===== src/rtl/axi4_lite_master_if.sv =====
// Bundle of system-side request/response signals and AXI4-Lite channels for axi4_lite_master.
// Port names are kept identical to the master's flat signal names so both sides read naturally.
interface axi4_lite_master_if #(
  parameter int AXI_DW = 32,
  parameter int AXI_AW = 32,
  parameter int AXI_SW = AXI_DW >> 3
);
  logic [AXI_AW-1:0] sys_addr_i;
  logic [AXI_DW-1:0] sys_wdata_i;
  logic [AXI_SW-1:0] sys_sel_i;
  logic              sys_wen_i;
  logic              sys_ren_i;
  logic [AXI_DW-1:0] sys_rdata_o;
  logic              sys_ack_o;
  logic              sys_err_o;
  logic              sys_busy_o;

  logic [AXI_AW-1:0] axi_awaddr_o;
  logic [2:0]        axi_awprot_o;
  logic              axi_awvalid_o;
  logic              axi_awready_i;
  logic [AXI_DW-1:0] axi_wdata_o;
  logic [AXI_SW-1:0] axi_wstrb_o;
  logic              axi_wvalid_o;
  logic              axi_wready_i;
  logic [1:0]        axi_bresp_i;
  logic              axi_bvalid_i;
  logic              axi_bready_o;

  logic [AXI_AW-1:0] axi_araddr_o;
  logic [2:0]        axi_arprot_o;
  logic              axi_arvalid_o;
  logic              axi_arready_i;
  logic [AXI_DW-1:0] axi_rdata_i;
  logic [1:0]        axi_rresp_i;
  logic              axi_rvalid_i;
  logic              axi_rready_o;

  modport master (
    input  sys_addr_i, sys_wdata_i, sys_sel_i, sys_wen_i, sys_ren_i,
    output sys_rdata_o, sys_ack_o, sys_err_o, sys_busy_o,
    output axi_awaddr_o, axi_awprot_o, axi_awvalid_o,
    input  axi_awready_i,
    output axi_wdata_o, axi_wstrb_o, axi_wvalid_o,
    input  axi_wready_i, axi_bresp_i, axi_bvalid_i,
    output axi_bready_o,
    output axi_araddr_o, axi_arprot_o, axi_arvalid_o,
    input  axi_arready_i, axi_rdata_i, axi_rresp_i, axi_rvalid_i,
    output axi_rready_o
  );

  modport slave (
    output sys_addr_i, sys_wdata_i, sys_sel_i, sys_wen_i, sys_ren_i,
    input  sys_rdata_o, sys_ack_o, sys_err_o, sys_busy_o,
    input  axi_awaddr_o, axi_awprot_o, axi_awvalid_o,
    output axi_awready_i,
    input  axi_wdata_o, axi_wstrb_o, axi_wvalid_o,
    output axi_wready_i, axi_bresp_i, axi_bvalid_i,
    input  axi_bready_o,
    input  axi_araddr_o, axi_arprot_o, axi_arvalid_o,
    output axi_arready_i, axi_rdata_i, axi_rresp_i, axi_rvalid_i,
    input  axi_rready_o
  );
endinterface


===== src/rtl/axi4_lite_master.sv =====
// Single-outstanding AXI4-Lite master bridging a simple strobe/ack system bus onto AXI.
// Optional response timeout with DRAIN recovery is enabled by defining AXI4_LITE_MASTER_TIMEOUT_EN.
module axi4_lite_master #(
  parameter int AXI_DW = 32,
  parameter int AXI_AW = 32,
  parameter int AXI_SW = AXI_DW >> 3
) (
  input  logic                 axi_clk_i,
  input  logic                 axi_rstn_i,
  axi4_lite_master_if.master   bus
);

  typedef enum logic [2:0] {
    IDLE,
    WR_REQ,
    WR_RESP,
    RD_REQ,
    RD_RESP
`ifdef AXI4_LITE_MASTER_TIMEOUT_EN
    , DRAIN
`endif
  } state_e;

  state_e            state_q,   state_d;
  logic [AXI_AW-1:0] addr_q,    addr_d;
  logic [AXI_DW-1:0] wdata_q,   wdata_d;
  logic [AXI_SW-1:0] sel_q,     sel_d;
  logic [AXI_DW-1:0] rdata_q,   rdata_d;
  logic              awvalid_q, awvalid_d;
  logic              wvalid_q,  wvalid_d;
  logic              arvalid_q, arvalid_d;
  logic              bready_q,  bready_d;
  logic              rready_q,  rready_d;
  logic              ack_q,     ack_d;
  logic              err_q,     err_d;
`ifdef AXI4_LITE_MASTER_TIMEOUT_EN
  logic [5:0]        cnt_q,     cnt_d;
  logic              is_wr_q,   is_wr_d;
`endif

  logic aw_left, w_left, ar_hs, b_hs, r_hs;

  // A channel is still "left" when its valid is up and this cycle brings no ready.
  assign aw_left = awvalid_q & ~bus.axi_awready_i;
  assign w_left  = wvalid_q  & ~bus.axi_wready_i;
  assign ar_hs   = arvalid_q &  bus.axi_arready_i;
  assign b_hs    = bready_q  &  bus.axi_bvalid_i;
  assign r_hs    = rready_q  &  bus.axi_rvalid_i;

  always_comb begin
    // NOTE: every _d starts from its _q (pulses from zero) so no path through the case infers a latch.
    state_d   = state_q;
    addr_d    = addr_q;
    wdata_d   = wdata_q;
    sel_d     = sel_q;
    rdata_d   = rdata_q;
    awvalid_d = awvalid_q;
    wvalid_d  = wvalid_q;
    arvalid_d = arvalid_q;
    bready_d  = bready_q;
    rready_d  = rready_q;
    ack_d     = 1'b0;
    err_d     = 1'b0;

    case (state_q)
      IDLE: begin
        if (bus.sys_wen_i) begin
          addr_d    = bus.sys_addr_i;
          wdata_d   = bus.sys_wdata_i;
          sel_d     = bus.sys_sel_i;
          awvalid_d = 1'b1;
          wvalid_d  = 1'b1;
          state_d   = WR_REQ;
        end else if (bus.sys_ren_i) begin
          addr_d    = bus.sys_addr_i;
          arvalid_d = 1'b1;
          state_d   = RD_REQ;
        end
      end
      WR_REQ: begin
        awvalid_d = aw_left;
        wvalid_d  = w_left;
        if (!aw_left && !w_left) begin
          bready_d = 1'b1;
          state_d  = WR_RESP;
        end
      end
      WR_RESP: begin
        if (b_hs) begin
          bready_d = 1'b0;
          ack_d    = 1'b1;
          err_d    = bus.axi_bresp_i inside {2'b10, 2'b11};
          state_d  = IDLE;
        end
      end
      RD_REQ: begin
        if (ar_hs) begin
          arvalid_d = 1'b0;
          rready_d  = 1'b1;
          state_d   = RD_RESP;
        end
      end
      RD_RESP: begin
        if (r_hs) begin
          rready_d = 1'b0;
          rdata_d  = bus.axi_rdata_i;
          ack_d    = 1'b1;
          err_d    = bus.axi_rresp_i inside {2'b10, 2'b11};
          state_d  = IDLE;
        end
      end
`ifdef AXI4_LITE_MASTER_TIMEOUT_EN
      DRAIN: begin
        // The requester already got its error ack; finish the bus side silently.
        awvalid_d = aw_left;
        wvalid_d  = w_left;
        arvalid_d = arvalid_q & ~bus.axi_arready_i;
        if (is_wr_q) begin
          if (b_hs) begin
            bready_d = 1'b0;
            state_d  = IDLE;
          end else if (!aw_left && !w_left) begin
            bready_d = 1'b1;
          end
        end else begin
          if (r_hs) begin
            rready_d = 1'b0;
            state_d  = IDLE;
          end else if (ar_hs) begin
            rready_d = 1'b1;
          end
        end
      end
`endif
      default: state_d = IDLE;
    endcase

`ifdef AXI4_LITE_MASTER_TIMEOUT_EN
    cnt_d   = cnt_q;
    is_wr_d = is_wr_q;
    if (state_q == IDLE) begin
      cnt_d   = 6'd1;
      is_wr_d = bus.sys_wen_i;
    end else if (state_q != DRAIN) begin
      cnt_d = cnt_q + 6'd1;
      // Cycle 31 after acceptance with no response this cycle: give up on the requester's behalf.
      if (state_d != IDLE && cnt_q == 6'd31) begin
        ack_d   = 1'b1;
        err_d   = 1'b1;
        state_d = DRAIN;
      end
    end
`endif
  end

  always_ff @(posedge axi_clk_i or negedge axi_rstn_i) begin
    if (!axi_rstn_i) begin
      state_q   <= IDLE;
      addr_q    <= '0;
      wdata_q   <= '0;
      sel_q     <= '0;
      rdata_q   <= '0;
      awvalid_q <= 1'b0;
      wvalid_q  <= 1'b0;
      arvalid_q <= 1'b0;
      bready_q  <= 1'b0;
      rready_q  <= 1'b0;
      ack_q     <= 1'b0;
      err_q     <= 1'b0;
`ifdef AXI4_LITE_MASTER_TIMEOUT_EN
      cnt_q     <= '0;
      is_wr_q   <= 1'b0;
`endif
    end else begin
      // NOTE: non-blocking assignments so every flop samples the same pre-edge values.
      state_q   <= state_d;
      addr_q    <= addr_d;
      wdata_q   <= wdata_d;
      sel_q     <= sel_d;
      rdata_q   <= rdata_d;
      awvalid_q <= awvalid_d;
      wvalid_q  <= wvalid_d;
      arvalid_q <= arvalid_d;
      bready_q  <= bready_d;
      rready_q  <= rready_d;
      ack_q     <= ack_d;
      err_q     <= err_d;
`ifdef AXI4_LITE_MASTER_TIMEOUT_EN
      cnt_q     <= cnt_d;
      is_wr_q   <= is_wr_d;
`endif
    end
  end

  assign bus.axi_awaddr_o  = addr_q;
  assign bus.axi_awprot_o  = 3'b000;
  assign bus.axi_awvalid_o = awvalid_q;
  assign bus.axi_wdata_o   = wdata_q;
  assign bus.axi_wstrb_o   = sel_q;
  assign bus.axi_wvalid_o  = wvalid_q;
  assign bus.axi_bready_o  = bready_q;
  assign bus.axi_araddr_o  = addr_q;
  assign bus.axi_arprot_o  = 3'b000;
  assign bus.axi_arvalid_o = arvalid_q;
  assign bus.axi_rready_o  = rready_q;
  assign bus.sys_rdata_o   = rdata_q;
  assign bus.sys_ack_o     = ack_q;
  assign bus.sys_err_o     = err_q;
  assign bus.sys_busy_o    = (state_q != IDLE);

endmodule


===== src/flat_wrapper.sv =====
// flat-port wrapper written by rule: the top's interface ports become plain ports
module axi4_lite_master_flat 
#(
  parameter int AXI_DW = 32,
  parameter int AXI_AW = 32,
  parameter int AXI_SW = AXI_DW >> 3
)
  (axi_clk_i, axi_rstn_i, bus_sys_addr_i, bus_sys_wdata_i, bus_sys_sel_i, bus_sys_wen_i, bus_sys_ren_i, bus_sys_rdata_o, bus_sys_ack_o, bus_sys_err_o, bus_sys_busy_o, bus_axi_awaddr_o, bus_axi_awprot_o, bus_axi_awvalid_o, bus_axi_awready_i, bus_axi_wdata_o, bus_axi_wstrb_o, bus_axi_wvalid_o, bus_axi_wready_i, bus_axi_bresp_i, bus_axi_bvalid_i, bus_axi_bready_o, bus_axi_araddr_o, bus_axi_arprot_o, bus_axi_arvalid_o, bus_axi_arready_i, bus_axi_rdata_i, bus_axi_rresp_i, bus_axi_rvalid_i, bus_axi_rready_o);
  axi4_lite_master_if #(.AXI_DW(AXI_DW), .AXI_AW(AXI_AW), .AXI_SW(AXI_SW)) bus_i ();
  input  logic axi_clk_i;
  input  logic axi_rstn_i;
  input wire logic [$bits(bus_i.sys_addr_i)-1:0] bus_sys_addr_i;
  input wire logic [$bits(bus_i.sys_wdata_i)-1:0] bus_sys_wdata_i;
  input wire logic [$bits(bus_i.sys_sel_i)-1:0] bus_sys_sel_i;
  input wire logic [$bits(bus_i.sys_wen_i)-1:0] bus_sys_wen_i;
  input wire logic [$bits(bus_i.sys_ren_i)-1:0] bus_sys_ren_i;
  output wire logic [$bits(bus_i.sys_rdata_o)-1:0] bus_sys_rdata_o;
  output wire logic [$bits(bus_i.sys_ack_o)-1:0] bus_sys_ack_o;
  output wire logic [$bits(bus_i.sys_err_o)-1:0] bus_sys_err_o;
  output wire logic [$bits(bus_i.sys_busy_o)-1:0] bus_sys_busy_o;
  output wire logic [$bits(bus_i.axi_awaddr_o)-1:0] bus_axi_awaddr_o;
  output wire logic [$bits(bus_i.axi_awprot_o)-1:0] bus_axi_awprot_o;
  output wire logic [$bits(bus_i.axi_awvalid_o)-1:0] bus_axi_awvalid_o;
  input wire logic [$bits(bus_i.axi_awready_i)-1:0] bus_axi_awready_i;
  output wire logic [$bits(bus_i.axi_wdata_o)-1:0] bus_axi_wdata_o;
  output wire logic [$bits(bus_i.axi_wstrb_o)-1:0] bus_axi_wstrb_o;
  output wire logic [$bits(bus_i.axi_wvalid_o)-1:0] bus_axi_wvalid_o;
  input wire logic [$bits(bus_i.axi_wready_i)-1:0] bus_axi_wready_i;
  input wire logic [$bits(bus_i.axi_bresp_i)-1:0] bus_axi_bresp_i;
  input wire logic [$bits(bus_i.axi_bvalid_i)-1:0] bus_axi_bvalid_i;
  output wire logic [$bits(bus_i.axi_bready_o)-1:0] bus_axi_bready_o;
  output wire logic [$bits(bus_i.axi_araddr_o)-1:0] bus_axi_araddr_o;
  output wire logic [$bits(bus_i.axi_arprot_o)-1:0] bus_axi_arprot_o;
  output wire logic [$bits(bus_i.axi_arvalid_o)-1:0] bus_axi_arvalid_o;
  input wire logic [$bits(bus_i.axi_arready_i)-1:0] bus_axi_arready_i;
  input wire logic [$bits(bus_i.axi_rdata_i)-1:0] bus_axi_rdata_i;
  input wire logic [$bits(bus_i.axi_rresp_i)-1:0] bus_axi_rresp_i;
  input wire logic [$bits(bus_i.axi_rvalid_i)-1:0] bus_axi_rvalid_i;
  output wire logic [$bits(bus_i.axi_rready_o)-1:0] bus_axi_rready_o;
  assign bus_i.sys_addr_i = bus_sys_addr_i;
  assign bus_i.sys_wdata_i = bus_sys_wdata_i;
  assign bus_i.sys_sel_i = bus_sys_sel_i;
  assign bus_i.sys_wen_i = bus_sys_wen_i;
  assign bus_i.sys_ren_i = bus_sys_ren_i;
  assign bus_sys_rdata_o = bus_i.sys_rdata_o;
  assign bus_sys_ack_o = bus_i.sys_ack_o;
  assign bus_sys_err_o = bus_i.sys_err_o;
  assign bus_sys_busy_o = bus_i.sys_busy_o;
  assign bus_axi_awaddr_o = bus_i.axi_awaddr_o;
  assign bus_axi_awprot_o = bus_i.axi_awprot_o;
  assign bus_axi_awvalid_o = bus_i.axi_awvalid_o;
  assign bus_i.axi_awready_i = bus_axi_awready_i;
  assign bus_axi_wdata_o = bus_i.axi_wdata_o;
  assign bus_axi_wstrb_o = bus_i.axi_wstrb_o;
  assign bus_axi_wvalid_o = bus_i.axi_wvalid_o;
  assign bus_i.axi_wready_i = bus_axi_wready_i;
  assign bus_i.axi_bresp_i = bus_axi_bresp_i;
  assign bus_i.axi_bvalid_i = bus_axi_bvalid_i;
  assign bus_axi_bready_o = bus_i.axi_bready_o;
  assign bus_axi_araddr_o = bus_i.axi_araddr_o;
  assign bus_axi_arprot_o = bus_i.axi_arprot_o;
  assign bus_axi_arvalid_o = bus_i.axi_arvalid_o;
  assign bus_i.axi_arready_i = bus_axi_arready_i;
  assign bus_i.axi_rdata_i = bus_axi_rdata_i;
  assign bus_i.axi_rresp_i = bus_axi_rresp_i;
  assign bus_i.axi_rvalid_i = bus_axi_rvalid_i;
  assign bus_axi_rready_o = bus_i.axi_rready_o;
  axi4_lite_master #(.AXI_DW(AXI_DW), .AXI_AW(AXI_AW), .AXI_SW(AXI_SW)) u_core (.axi_clk_i(axi_clk_i), .axi_rstn_i(axi_rstn_i), .bus(bus_i));
endmodule

===== config.mk =====
export PLATFORM = sky130hd
export DESIGN_NAME = axi4_lite_master_flat
export DESIGN_NICKNAME = d
export VERILOG_FILES = /design/src/rtl/axi4_lite_master_if.sv /design/src/rtl/axi4_lite_master.sv /design/src/flat_wrapper.sv
export SDC_FILE = /design/constraint.sdc
export NUM_CORES = 1
export LEC_CHECK = 0
export ABC_AREA = 1
export ABC_CLOCK_PERIOD_IN_PS = 1400
export BUFFER_PORTS_ARGS = -buffer_cell sky130_fd_sc_hd__buf_2
export CAP_MARGIN = 30
export CORE_MARGIN = 3
export CORE_UTILIZATION = 46
export CTS_BUF_LIST = sky130_fd_sc_hd__clkbuf_8
export DETAILED_ROUTE_END_ITERATION = 12
export PLACE_DENSITY = 0.82
export SYNTH_ARGS = -nofsm -noshare
export SYNTH_HDL_FRONTEND = slang
export SYNTH_SLANG_ARGS = --single-unit

===== constraint.sdc =====
create_clock -name axi_clk_i -period 1.4 [get_ports axi_clk_i]
set_input_delay 0 -clock axi_clk_i [delete_from_list [all_inputs] [get_ports axi_clk_i]]
set_output_delay 0 -clock axi_clk_i [all_outputs]
set_load 0.01 [all_outputs]

[After elaboration in Yosys (flattened, before gate mapping)]
Cells that the tools add are included.
Storage, ports and cells
  register bits after elaboration: 110
  input bits: 113
  output and inout bits: 146
  logic and storage cells: 83
Operators by class
  equal/unequal tests: 16
  mux-type cells: 28
  bitwise gates (word level): 7
  reduce and logical (&&, ||, !) cells: 20
Operators by type and width (count)
  two-way mux 32 bit: 2
  two-way mux 3 bit: 6
  case mux 3 bit (5 select lines): 1
  case mux 1 bit (2 select lines): 7
  nonzero test 2 bit: 7
  two-way mux 1 bit: 12
  == test 2 bit (second input constant): 4
  != test 2 x 1 -> 1 bit (second input constant): 4
  AND reduction 2 bit: 4
  == test 3 x 2 -> 1 bit (second input constant): 2
  != test 2 bit (second input constant): 3
  AND reduction 3 bit: 2
  AND 1 bit: 5
  AND reduction 5 bit: 1
  AND reduction 4 bit: 1
  == test 3 x 1 -> 1 bit (second input constant): 1
  == test 3 bit (second input constant): 1
  zero test 3 bit: 1
  != test 3 bit (second input constant): 1
  nonzero test 3 bit: 1
  zero test 1 bit: 2
  NOT 1 bit: 2
  logical AND 1 bit: 1

[Longest topological paths before layout]
  depth in word-level cells: 6
  mapped depth: 9
  mapped depth without buffers: 9

[Worst setup path after synthesis]
No wires, ideal clock.
  kind: flip-flop to flip-flop
  from: reg u_core.state_q[1]
  to: reg u_core.addr_q[24], in the netlist u_core.bus.axi_araddr_o[24]
  library setup time: 130 ps
  arrival: 1165 ps
  data required time: 1270 ps
  path slack: 104 ps
  stages on the path, launching flop included: 9
  buffers on the path: 2
  period minus slack after synthesis: 1296 ps
  cells stage by stage: dfrtp_1 > nor2_4 > nand2_4 > inv_2 > o21ai_2 > buf_6 > buf_6 > nand2_1 > o21ai_0
On the way
  word-level cells in the longest chain between the ends: 2
Ends and longest elaborated chain
  start, declared: RTL line axi4_lite_master.sv:24  | state_e state_q, state_d;
  start signal, assigned: RTL line axi4_lite_master.sv:176  | state_q <= state_d;
  zero test 3 bit: RTL line axi4_lite_master.sv:65  | case (state_q)
  AND reduction 2 bit (no line)
  end signal, assigned: RTL line axi4_lite_master.sv:177  | addr_q <= addr_d;
  end, declared: RTL line axi4_lite_master.sv:25  | logic [AXI_AW-1:0] addr_q, addr_d;
Every way passes these cells.
A chain may end at the register's enable or synchronous reset.

[Worst setup path in the final report]
  from: reg u_core.state_q[0]
  to: reg u_core.addr_q[8], in the netlist u_core.bus.axi_araddr_o[8]
Same word-level chain as after synthesis.

==> impl_metrics.py <==
metrics = {
    "pwr": {
        "p_leak_uw": 0.00423,
        "p_total_uw": 14800,
        "peakVddDrop_mv": 1.04,
        "powerDensity_nw_per_um2": 2010,
    },
    "route": {
        "antenna_left": 0,
        "drt_iter0_drc": 279,
        "wl_um": 15100,
        "drtPass1Iterations": 4,
        "viasPerCell": 4.77,
        "drc_errors": 0,
        "avgRoutedWirePerCell_um": 15.1,
        "via_count": 4779,
    },
    "sta": {
        "drv_slew": 0,
        "max_freq_mhz": 746,
        "skew_ns": 0.0163,
        "period_share": 0.957,
        "rsz0062_at_grt": "yes",
        "post-route-min-period_ns": 1.34,
        "hold_violations": 0,
        "setup_violations": 0,
        "fin_ws_ns": 0.0601,
        "tns_ns": 0,
    },
    "placement": {
        "gp_congestion": 0.742,
        "dp_hpwl_um": 9210,
        "portBuffers": 250,
        "dpl_worst_slack_ns": -0.0316,
        "numPlacedInstances": 872,
    },
    "logic_synthesis": {
        "syn_inst": 528,
        "netlist_area_um2": 4730,
        "yosys-top-cells-area": "dfrtp_1 58%, nand2_1 20%, buf_4 6.7%, o21ai_2 3.9%, inv_1 3.2%",
        "yosysUniqueCellTypes": 22,
        "syn-mean-instance-area_um2": 8.96,
        "synth_top_area_share": 0.582,
        "ys_ff_latch": 110,
        "yosys_warnings": 0,
        "yosys.area.top_type": "dfrtp_1",
        "synth-seq-area-share": 0.582,
    },
    "outcome": {
        "status": "complete, no violations",
    },
    "job": {
        "cap_violations": 0,
    },
    "final_layout": {
        "final-instance-count-excl-fill": 1002,
        "multi_input_area_um2": 1400,
        "antenna_cells": 0,
        "drive_gt1_frac": 0.365,
        "syn_to_final_growth_pct": 54.9,
        "seqCellArea_um2": 2750,
        "layout_commonest_cell": "nand2_1",
        "fillers": 643,
        "most-common-layout-cells": "257 x nand2_1, 249 x buf_2, 110 x dfrtp_1",
        "nNetsFinal": 977,
    },
    "clock_tree": {
        "ctsLongestPathBuffers": 2,
        "cts_tree": "yes",
        "clock_latency_ns": 0.38,
        "clock-sinks": 110,
        "numCtsBuffers": 9,
        "cts_root_buffer": "clkbuf_8",
        "htree_levels": 3,
        "clkTransAtPathRegs_ns": 0.10,
    },
    "critical_path": {
        "critPathLaunchType": "register",
        "path_depth": 7,
        "crit_chain": "nor2_4 > nand2_4 > inv_4 > o21ai_4 > clkbuf_16 > nand2_1 > o21ai_2",
        "cp_top_family": "flip-flops",
        "crit_fanout": 17,
        "max_stage_delay_ns": 0.43,
        "crit_path_end_kind": "register",
        "cp_slowest_cell": "dfrtp_1",
        "cp.required_ns": 1.67,
        "rr_worst_depth": 7,
        "crit_type": "reg -> reg",
        "arrival_ns": 1.61,
        "timing.critical_path.buf_inv": 2,
    },
    "floorplanning": {
        "ios": 259,
        "die_area_um2": 11500,
        "initial_core_util": 0.479,
        "fp.dieH_um": 107,
        "core_um2": 9860,
        "rows": 36,
        "chipWidth_um": 107,
    },
    "global_routing": {
        "gr-total-overflow": 0,
        "grt_pass1_wl_um": 23900,
        "grt_max_degree": 45,
        "antenna_found_initial": 0,
        "grt_pass1_vias": 5000,
        "grt_use_total": 0.266,
    },
    "hold_path": {
        "hp-class": "in -> reg",
        "min_path_cells": 5,
    },
}
==> path summary, 6_finish.rpt <==
kind	startpoint	end	slack [ns]
setup / recovery	u_core.state_q[0]	u_core.bus.axi_araddr_o[8]	0.06
hold / removal	bus_axi_arready_i	u_core.bus.axi_arvalid_o	0.03
setup reg to reg	u_core.state_q[0]	u_core.bus.axi_araddr_o[8]	0.06
hold reg to reg	u_core.bus.axi_wdata_o[7]	u_core.bus.axi_wdata_o[7]	0.47
max in group asynchronous	axi_rstn_i	u_core.bus.sys_rdata_o[4]	0.75
min in group asynchronous	axi_rstn_i	u_core.bus.axi_wdata_o[21]	0.08
==> stage by stage <==
step	hold slack (ns)	instance area [um^2]	utilization
2_1_floorplan	-0.296	4750	-
3_5_place_dp	-0.0513	5900	0.599
5_1_grt	0.0711	7320	0.743
6_report	0.0315	7320	0.743
4_1_cts	0.0212	7230	0.733
3_3_place_gp	-0.0655	5900	0.599
==> synthesized netlist by cell type (all sizes together) <==
cell / instances
a21boi: 1
a21oi: 2
a22o: 1
buf: 56
clkbuf: 3
conb: 1
dfrtp: 110
inv: 44
nand2: 258
nand3: 5
nand4: 3
nor2: 7
o21ai: 34
o22ai: 3
==> cell families (layout without fill, tap and decap cells) <==
family,after synthesis,count (layout),synth area share
buf+inv,103,439,0.129
compound gates,41,41,0.0622
flops,110,110,0.582
other cells,1,6,0.000793
simple gates,273,273,0.226
==> registers in the layout, indices dropped and copies added, names as in the netlist <==
register / cells
u_core.bus.axi_rready_o: 1
u_core.bus.sys_ack_o: 1
u_core.bus.axi_wdata_o: 32
u_core.bus.axi_araddr_o: 32
u_core.bus.axi_wvalid_o: 1
u_core.bus.sys_rdata_o: 32
u_core.bus.sys_err_o: 1
u_core.bus.axi_awvalid_o: 1
u_core.bus.axi_wstrb_o: 4
u_core.bus.axi_bready_o: 1
u_core.bus.axi_arvalid_o: 1
u_core.state_q: 3
==> what timing repair did <==
item                                   in CTS  in global routing
setup endpoints to repair                  26                 38
endpoints found under the hold margin     218                  0
hold buffers                              109                  0
pin swaps                                   0                  1
resized for setup                           1                 11
setup buffers                               0                  4
cloned                                      0                  1
==> cell type report <==
type	count	area share
repair buffers	379	0.355
clock buffers	10	0.0188
flip-flops and latches	110	0.376
clock inverters	6	0.0130
inverters	44	0.0239
well taps	133	0.0227
multi-input cells	320	0.191
==> report_power, final <==
part / total (uW) / switching (uW) / internal, uW
Combinational: 7010 / 4020 / 2990
Clock: 2160 / 1090 / 1070
Sequential: 5580 / 958 / 4620
==> worst reg2reg max path: stages (launching register included) <==
cell	delay, ns
dfrtp_1	0.43
nor2_4	0.17
nand2_4	0.10
inv_4	0.07
o21ai_4	0.10
clkbuf_16	0.21
nand2_1	0.09
o21ai_2	0.06
==> layer usage <==
metal	routed length [um]	GRT usage	vias up
li1	-	-	2226
met1	5330	0.278	2218
met2	7890	0.480	264
met3	1150	0.0588	71
met4	775	0.170	0
met5	0	0	-
(Power assumes the default switching activity.)
